### src/rtl/msk_rnd_source_if.sv
// Seed-load and randomness-consumption signals of msk_rnd_source.
// The slave modport is the source itself; master is the seeding/consuming side.
interface msk_rnd_source_if #(
  parameter int NRND = 8
);
  logic [31:0]     seed_in;
  logic            seed_valid;
  logic            seed_ready;
  logic            rnd_en;
  logic [NRND-1:0] rnd_out;
  logic            rnd_valid;
  logic            seed_err;

  modport master (
    output seed_in,
    output seed_valid,
    output rnd_en,
    input  seed_ready,
    input  rnd_out,
    input  rnd_valid,
    input  seed_err
  );

  modport slave (
    input  seed_in,
    input  seed_valid,
    input  rnd_en,
    output seed_ready,
    output rnd_out,
    output rnd_valid,
    output seed_err
  );
endinterface

### src/rtl/msk_rnd_source.sv
// Fresh-randomness source for masked gadgets: seeded 64-bit Fibonacci LFSR
// with a two-word seed load, optional warm-up and a valid/enable output.
module msk_rnd_source #(
  parameter int NRND = 8,
  parameter int WARM = 128
) (
  input logic              clk,
  input logic              rst_n,
  msk_rnd_source_if.slave  bus
);

  typedef enum logic [1:0] {
    IDLE,
    LOAD,
    WARMUP,
    RUN
  } state_e;

  localparam logic [15:0] WARM_CNT = 16'(WARM);

  state_e          state_q, state_d;
  logic [63:0]     s_q, s_d;
  logic [31:0]     s_hi_q, s_hi_d;
  logic [15:0]     warm_cnt_q, warm_cnt_d;
  logic            seed_err_q, seed_err_d;

  logic [NRND-1:0] fb_bits;
  logic [63:0]     s_adv;
  logic [63:0]     seed_full;
  logic            seed_ready;
  logic            seed_accept;

  // NRND chained LFSR steps; fb_bits[0] is the first step's feedback.
  always_comb begin
    s_adv   = s_q;
    fb_bits = '0;
    for (int i = 0; i < NRND; i++) begin
      fb_bits[i] = s_adv[63] ^ s_adv[62] ^ s_adv[60] ^ s_adv[59];
      s_adv      = {s_adv[62:0], fb_bits[i]};
    end
  end

  assign seed_ready  = (state_q != WARMUP);
  assign seed_accept = bus.seed_valid & seed_ready;
  assign seed_full   = {s_hi_q, bus.seed_in};

  always_comb begin
    state_d    = state_q;
    s_d        = s_q;
    s_hi_d     = s_hi_q;
    warm_cnt_d = warm_cnt_q;
    seed_err_d = seed_err_q;
    unique case (state_q)
      IDLE: begin
        if (seed_accept) begin
          s_hi_d  = bus.seed_in;
          state_d = LOAD;
        end
      end
      LOAD: begin
        if (seed_accept) begin
          // An all-zero state would lock the LFSR, so substitute 1 and flag it.
          if (seed_full == 64'h0) begin
            s_d        = 64'h1;
            seed_err_d = 1'b1;
          end else begin
            s_d        = seed_full;
            seed_err_d = 1'b0;
          end
          if (WARM == 0) begin
            state_d = RUN;
          end else begin
            state_d    = WARMUP;
            warm_cnt_d = WARM_CNT;
          end
        end
      end
      WARMUP: begin
        s_d        = s_adv;
        warm_cnt_d = warm_cnt_q - 16'd1;
        if (warm_cnt_q == 16'd1) begin
          state_d = RUN;
        end
      end
      RUN: begin
        if (bus.rnd_en) begin
          s_d = s_adv;
        end
        if (seed_accept) begin
          s_hi_d  = bus.seed_in;
          state_d = LOAD;
        end
      end
      default: begin
        state_d = IDLE;
      end
    endcase
  end

  always_ff @(posedge clk or negedge rst_n) begin
    if (!rst_n) begin
      state_q    <= IDLE;
      s_q        <= 64'h0;
      s_hi_q     <= 32'h0;
      warm_cnt_q <= 16'h0;
      seed_err_q <= 1'b0;
    end else begin
      state_q    <= state_d;
      s_q        <= s_d;
      s_hi_q     <= s_hi_d;
      warm_cnt_q <= warm_cnt_d;
      seed_err_q <= seed_err_d;
    end
  end

  assign bus.seed_ready = seed_ready;
  assign bus.rnd_valid  = (state_q == RUN);
  assign bus.rnd_out    = (state_q == RUN) ? fb_bits : '0;
  assign bus.seed_err   = seed_err_q;

endmodule

### src/flat_wrapper.sv
// flat-port wrapper written by rule: the top's interface ports become plain ports
module msk_rnd_source_flat 
#(
  parameter int NRND = 8,
  parameter int WARM = 128
)
  (clk, rst_n, bus_seed_in, bus_seed_valid, bus_rnd_en, bus_seed_ready, bus_rnd_out, bus_rnd_valid, bus_seed_err);
  msk_rnd_source_if #(.NRND(NRND)) bus_i ();
  input logic clk;
  input logic rst_n;
  input wire logic [$bits(bus_i.seed_in)-1:0] bus_seed_in;
  input wire logic [$bits(bus_i.seed_valid)-1:0] bus_seed_valid;
  input wire logic [$bits(bus_i.rnd_en)-1:0] bus_rnd_en;
  output wire logic [$bits(bus_i.seed_ready)-1:0] bus_seed_ready;
  output wire logic [$bits(bus_i.rnd_out)-1:0] bus_rnd_out;
  output wire logic [$bits(bus_i.rnd_valid)-1:0] bus_rnd_valid;
  output wire logic [$bits(bus_i.seed_err)-1:0] bus_seed_err;
  assign bus_i.seed_in = bus_seed_in;
  assign bus_i.seed_valid = bus_seed_valid;
  assign bus_i.rnd_en = bus_rnd_en;
  assign bus_seed_ready = bus_i.seed_ready;
  assign bus_rnd_out = bus_i.rnd_out;
  assign bus_rnd_valid = bus_i.rnd_valid;
  assign bus_seed_err = bus_i.seed_err;
  msk_rnd_source #(.NRND(NRND), .WARM(WARM)) u_core (.clk(clk), .rst_n(rst_n), .bus(bus_i));
endmodule
### config.mk
export PLATFORM = sky130hd
export DESIGN_NAME = msk_rnd_source_flat
export DESIGN_NICKNAME = d
export VERILOG_FILES = /design/src/rtl/msk_rnd_source_if.sv /design/src/rtl/msk_rnd_source.sv /design/src/flat_wrapper.sv
export SDC_FILE = /design/constraint.sdc
export NUM_CORES = 1
export LEC_CHECK = 0
export BUFFER_PORTS_ARGS = -buffer_cell sky130_fd_sc_hd__buf_4
export CAP_MARGIN = 0
export CORE_ASPECT_RATIO = 0.7
export CORE_MARGIN = 5
export CORE_UTILIZATION = 61
export CTS_CLUSTER_SIZE = 28
export DETAILED_ROUTE_END_ITERATION = 16
export PLACE_DENSITY = 0.77
export SLEW_MARGIN = 20
export SYNTH_ARGS = -nofsm -noshare
export SYNTH_HDL_FRONTEND = slang
export SYNTH_SLANG_ARGS = --single-unit
### constraint.sdc
create_clock -name clk -period 5.53 [get_ports clk]
set_input_delay 0.8295 -clock clk [delete_from_list [all_inputs] [get_ports clk]]
set_output_delay 0.8295 -clock clk [all_outputs]
set_load 0.05 [all_outputs]
After elaboration in Yosys (flattened, before gate mapping)

Index checks and enable logic that the tools add are counted.

Bits of input ports: 36
Flip-flop bits (word level): 115

Bitwise logic cells: 25
$add $sub $neg: 1
Muxes and demuxes: 12
Reduce and logical (&&, ||, !) cells: 10
Eq/ne operators: 9

Operators with widths:

| operator                                             | number |
|---|---|
| two-way mux 64 bit                                   | 3 |
| one-hot mux 64 bit (3 select lines)                  | 1 |
| logical NOT 64 bit                                   | 1 |
| one-hot mux 16 bit (2 select lines)                  | 1 |
| XOR 1 bit                                            | 24 |
| equality test 16 x 1 -> 1 bit, second input constant | 1 |
| two-way mux 16 bit                                   | 1 |
| subtractor 16 x 1 -> 16 bit, second input constant   | 1 |
| two-way mux 8 bit                                    | 1 |
| two-way mux 2 bit                                    | 3 |
| != test 2 x 1 -> 1 bit, second input constant        | 3 |
| one-hot mux 2 bit (3 select lines)                   | 1 |
| AND reduction 2 bit                                  | 3 |
| AND reduction 3 bit                                  | 2 |
| equality test 2 bit, second input constant           | 2 |
| != test 2 bit, second input constant                 | 2 |
| nonzero test 3 bit                                   | 1 |
| equality test 2 x 1 -> 1 bit, second input constant  | 1 |
| logical NOT 2 bit                                    | 1 |
| nonzero test 2 bit                                   | 1 |
| OR reduction 2 bit                                   | 1 |
| bitwise AND 1 bit                                    | 1 |
| two-way mux 1 bit                                    | 1 |

Depth between registers and ports, before layout

Depth after elaboration: 5
Mapped depth: 10
Gate-level depth less buffers: 6

Least setup slack after synthesis

OpenSTA, ideal clock, no wires.

Path type: register -> register
Start point: reg u_core.state_q[0]
End point: reg u_core.warm_cnt_q[11]
Data required time: 5407 ps
Path slack: 3095 ps
Setup time: 123 ps
Cell stages (with the launch flop): 9
Arrival: 2313 ps
Cells stage by stage: dfrtp_1 -> inv_1 -> ha_1 -> buf_2 -> or4b_4 -> or4_4 -> buf_6 -> or4_4 -> mux2i_1

Longest elaborated chain between the ends: 4

Ends and longest elaborated chain:

| item                             | line                  | RTL |
|---|---|---|
| from (decl)                      | msk_rnd_source.sv:21  | `state_e state_q, state_d;` |
| from (signal assigned)           | msk_rnd_source.sv:108 | `state_q <= state_d;` |
| != test 2 bit                    | msk_rnd_source.sv:43  | `assign seed_ready = (state_q != WARMUP);` |
| bitwise AND 1 bit                | msk_rnd_source.sv:44  | `assign seed_accept = bus.seed_valid & seed_ready;` |
| != test 2 x 1 -> 1 bit (no line) | -                     |  |
| AND reduction 2 bit (no line)    | -                     |  |
| to (signal assigned)             | msk_rnd_source.sv:111 | `warm_cnt_q <= warm_cnt_d;` |
| to (decl)                        | msk_rnd_source.sv:24  | `logic [15:0] warm_cnt_q, warm_cnt_d;` |

Parallel ways exist; a longest one is shown, timed or not.
A chain may end at the register's enable or synchronous reset.

Worst setup path after layout

Start point: reg u_core.state_q[0]
End point: reg u_core.s_q[61]

Longest elaborated chain between the ends: 4

Ends and longest elaborated chain:

| item                             | line                  | RTL |
|---|---|---|
| != test 2 bit                    | msk_rnd_source.sv:43  |  |
| bitwise AND 1 bit                | msk_rnd_source.sv:44  |  |
| != test 2 x 1 -> 1 bit (no line) | -                     |  |
| AND reduction 3 bit (no line)    | -                     |  |
| to (signal assigned)             | msk_rnd_source.sv:103 | `s_q <= 64'h0;` |
| to (signal assigned)             | msk_rnd_source.sv:109 | `s_q <= s_d;` |
| to (decl)                        | msk_rnd_source.sv:22  | `logic [63:0] s_q, s_d;` |

Parallel ways exist; a longest one is shown, timed or not.

==> impl_metrics.yaml <==
power:
  pwr-share-seq_pct: 32.6
  clkPwrFrac_pct: 21.5
  p_leak_nw: 2.963
  cellPowerDensity_nw_per_um2: 767.0
  sw_frac_of_total_pct: 41.72
  p_sw_mw: 2.067
  p_comb_share_pct: 45.9
  intPower_mw: 2.888
  peakVddDrop_v: 0.0004505
global_routing:
  grt_max_degree: 128
  grt.overflow.total: 0
  grt_first_pass_wirelength_um: 21800
  grt_pass1_vias: 4054
  antenna_found_initial: 0
  grt_use_total_pct: 26.96
layout:
  fin_nets: 580
  drive_gt1_share_pct: 21.35
  syn_to_final_growth_pct: 17.93
  finalNonFillerCells: 668
  multiInputGateArea_sq_um: 2469
  diodes: 0
  n_fill_cell: 606
  regArea_sq_um: 2878
sta:
  finClkSkew_ps: 9.460
  worst_slack_ps: 2684
  fmax_mhz: 351.4
  rsz0062_at_grt: "false"
  relSlewSlack_pct: 30.39
  setup_tns_ps: 0
  hold_violations: 0
  period_share_pct: 51.46
  setup_viol: 0
  drv_slew: 0
  fin_crit_ps: 2846
  worst_pin_slew_ps: 1044
hold_path:
  holdPathEnd: "u_core.s_q[19]$_DFFE_PN0P_"
  hp-class: "register to register"
  min_from: "u_core.s_q[19]$_DFFE_PN0P_"
  holdPathStages: 2
synth:
  synthDistinctLibCells: 41
  synth-main-ff-cell: "dfrtp_1"
  yosysMostFrequentCell: "dfrtp_1"
  netlist_area_sq_um: 5478
  ys_top_cells_by_area: "dfrtp_1, mux2i_1, mux2_2"
  yosys_warnings: 0
  yosys.area.top_type: "dfrtp_1"
  synth.top_cells.by_count: "dfrtp_1, nand2_1, o21ai_0, mux2i_1, mux2_2"
  syn_inst: 500
  async_flop_share_pct: 100.0
  synth_top_area_share_pct: 52.54
  synth_edf_count: 0
  mappedNetlistNets: 542
  synth-seq-area-share_pct: 52.54
  syn_avg_cell_area_sq_um: 10.96
  ys_ff_latch: 115
floorplanning:
  core_area_sq_um: 8618
  ios: 47
  die_h_um: 89.29
  initial_core_util_pct: 63.56
  die-area_sq_um: 11010
  die-width_um: 123.3
  row_count: 28
setup_path:
  rrSetupSlack_ps: 2680
  cp.arrival_ps: 3080
  crit_required_ps: 5770
  crit_type: "register to register"
  timing.rr.end: "u_core.s_q[61]$_DFFE_PN0P_"
  endpoint_kind: "register"
  r2r_cells: 6
  rr_startpoint: "u_core.state_q[0]$_DFFE_PN0P_"
  crit_fanout: 42
  cp-start-kind: "register"
drt:
  drc_errors: 0
  first_iter_violations: 476
  wirelength_um: 13530
  drtAntennaViolNets: 0
  via_per_inst: 6.106
  dr.pass1.iters: 5
  wl_per_cell_um: 20.25
  vias: 4079
flow_run:
  drv_cap: 0
placement:
  gp_congestion: 0.8630
  port_buffers: 46
  dp_slack_ps: 2735
  dpl.cell_count: 639
  dp_hpwl_um: 9308
clock_network:
  h-tree-depth: 4
  ctsResizeCount: 0
  clkTransAtPathRegs_ps: 50
  clock_path_buffers: 2
  ctsRootBufferMaster: "clkbuf_16"
  cts_tree: "yes"
  cts_buffers: 17
  cts.sinks: 115
  clk-insertion-delay-late_ps: 410
  cts_hold_buf: 0
  cts_setup_buffers: 0
run_status:
  status: "complete, no violations"
## cell families after synthesis
kind of cell               synth area share (%)
xor gates and xnor gates                  3.358
buffers and inverters                     2.695
AOI/OAI and AO/OA                         9.068
DFF                                       52.54
and+or+nand+nor                           11.95
muxes                                     19.03
adders and majority gates                 1.370
## registers in the layout (all words and copies together) (netlist names)
name and cells:
u_core.s_q 64, u_core.s_hi_q 32, u_core.warm_cnt_q 16, u_core.state_q 2
u_core.bus.seed_err 1
## per-stage QoR
step                area, sq um  power [mW]  util, %  hold WS (ps)
CTS                        6460       4.952    74.96         482.4
finish                     6460       4.955    74.96         476.2
floorplan                  5478       3.263        -         437.9
detailed placement         5883       3.857    68.26         470.0
global placement           5883       3.777    68.26         455.4
global route               6460       5.284    74.96         513.0
## worst max-delay path, cell delays in order (launching register included)
cell,delay [ps]
dfrtp_1,410
inv_1,90
ha_1,340
nor2_4,680
buf_4,700
mux2i_1,310
o21ai_0,110
## area by class of cell
class                   instances  share of cell area, %
inverters                       5                 0.2905
repair buffers                 49                  5.694
well taps                     120                  2.324
clock inverters                 5                  1.162
multi-input cells             350                  38.21
clock buffers                  24                  7.767
flip-flops and latches        115                  44.55
## power groups by stage
stage	clock, mW	sequential, mW	combinational (mW)
2_1_floorplan	0	1.47	1.80
3_3_place_gp	0	1.59	2.18
3_5_place_dp	0	1.61	2.25
4_1_cts	1.07	1.61	2.28
5_1_grt	1.12	1.66	2.51
6_report	1.07	1.62	2.27
## worst max-delay path by stage
| stage | startpoint | endpoint | slack (ps) | depth (start not counted) |
|---|---|---|---|---|
| 2_1_floorplan | u_core.state_q[0]$_DFFE_PN0P_ | u_core.warm_cnt_q[11]$_DFFE_PN0P_ | 3090 | 8 |
| 3_3_place_gp | u_core.state_q[0]$_DFFE_PN0P_ | u_core.s_q[14]$_DFFE_PN0P_ | 2800 | 6 |
| 3_5_place_dp | u_core.state_q[0]$_DFFE_PN0P_ | u_core.s_q[34]$_DFFE_PN0P_ | 2730 | 6 |
| 4_1_cts | u_core.state_q[0]$_DFFE_PN0P_ | u_core.s_q[2]$_DFFE_PN0P_ | 2710 | 6 |
| 5_1_grt | u_core.state_q[0]$_DFFE_PN0P_ | u_core.s_q[2]$_DFFE_PN0P_ | 2490 | 6 |
| 6_report | u_core.state_q[0]$_DFFE_PN0P_ | u_core.s_q[61]$_DFFE_PN0P_ | 2680 | 6 |
## cell usage in the layout, fill, tap and decap left out, types with 4 or more instances in the layout
master and count:
inv_1 5, buf_4 49, nand2_1 73, xor2_1 5, nor2_1 7, xnor2_1 16
o21ai_0 68, nand3_1 4, nor4_1 18, and2_1 8, clkbuf_16 17, mux2i_1 67
a21oi_1 6, mux2_2 33, nand4_1 5, dfrtp_1 115, clkbuf_8 5, ha_1 6
## metal layers
layer	part of all wire (%)	vias to the layer above	track usage, %
met5	0	-	0
met4	2.0	0	10.05
met3	6.5	24	7.590
met2	46	145	40.38
met1	45	2056	37.98
li1	-	1854	-
Note: power is estimated with default switching activity, not from simulation.
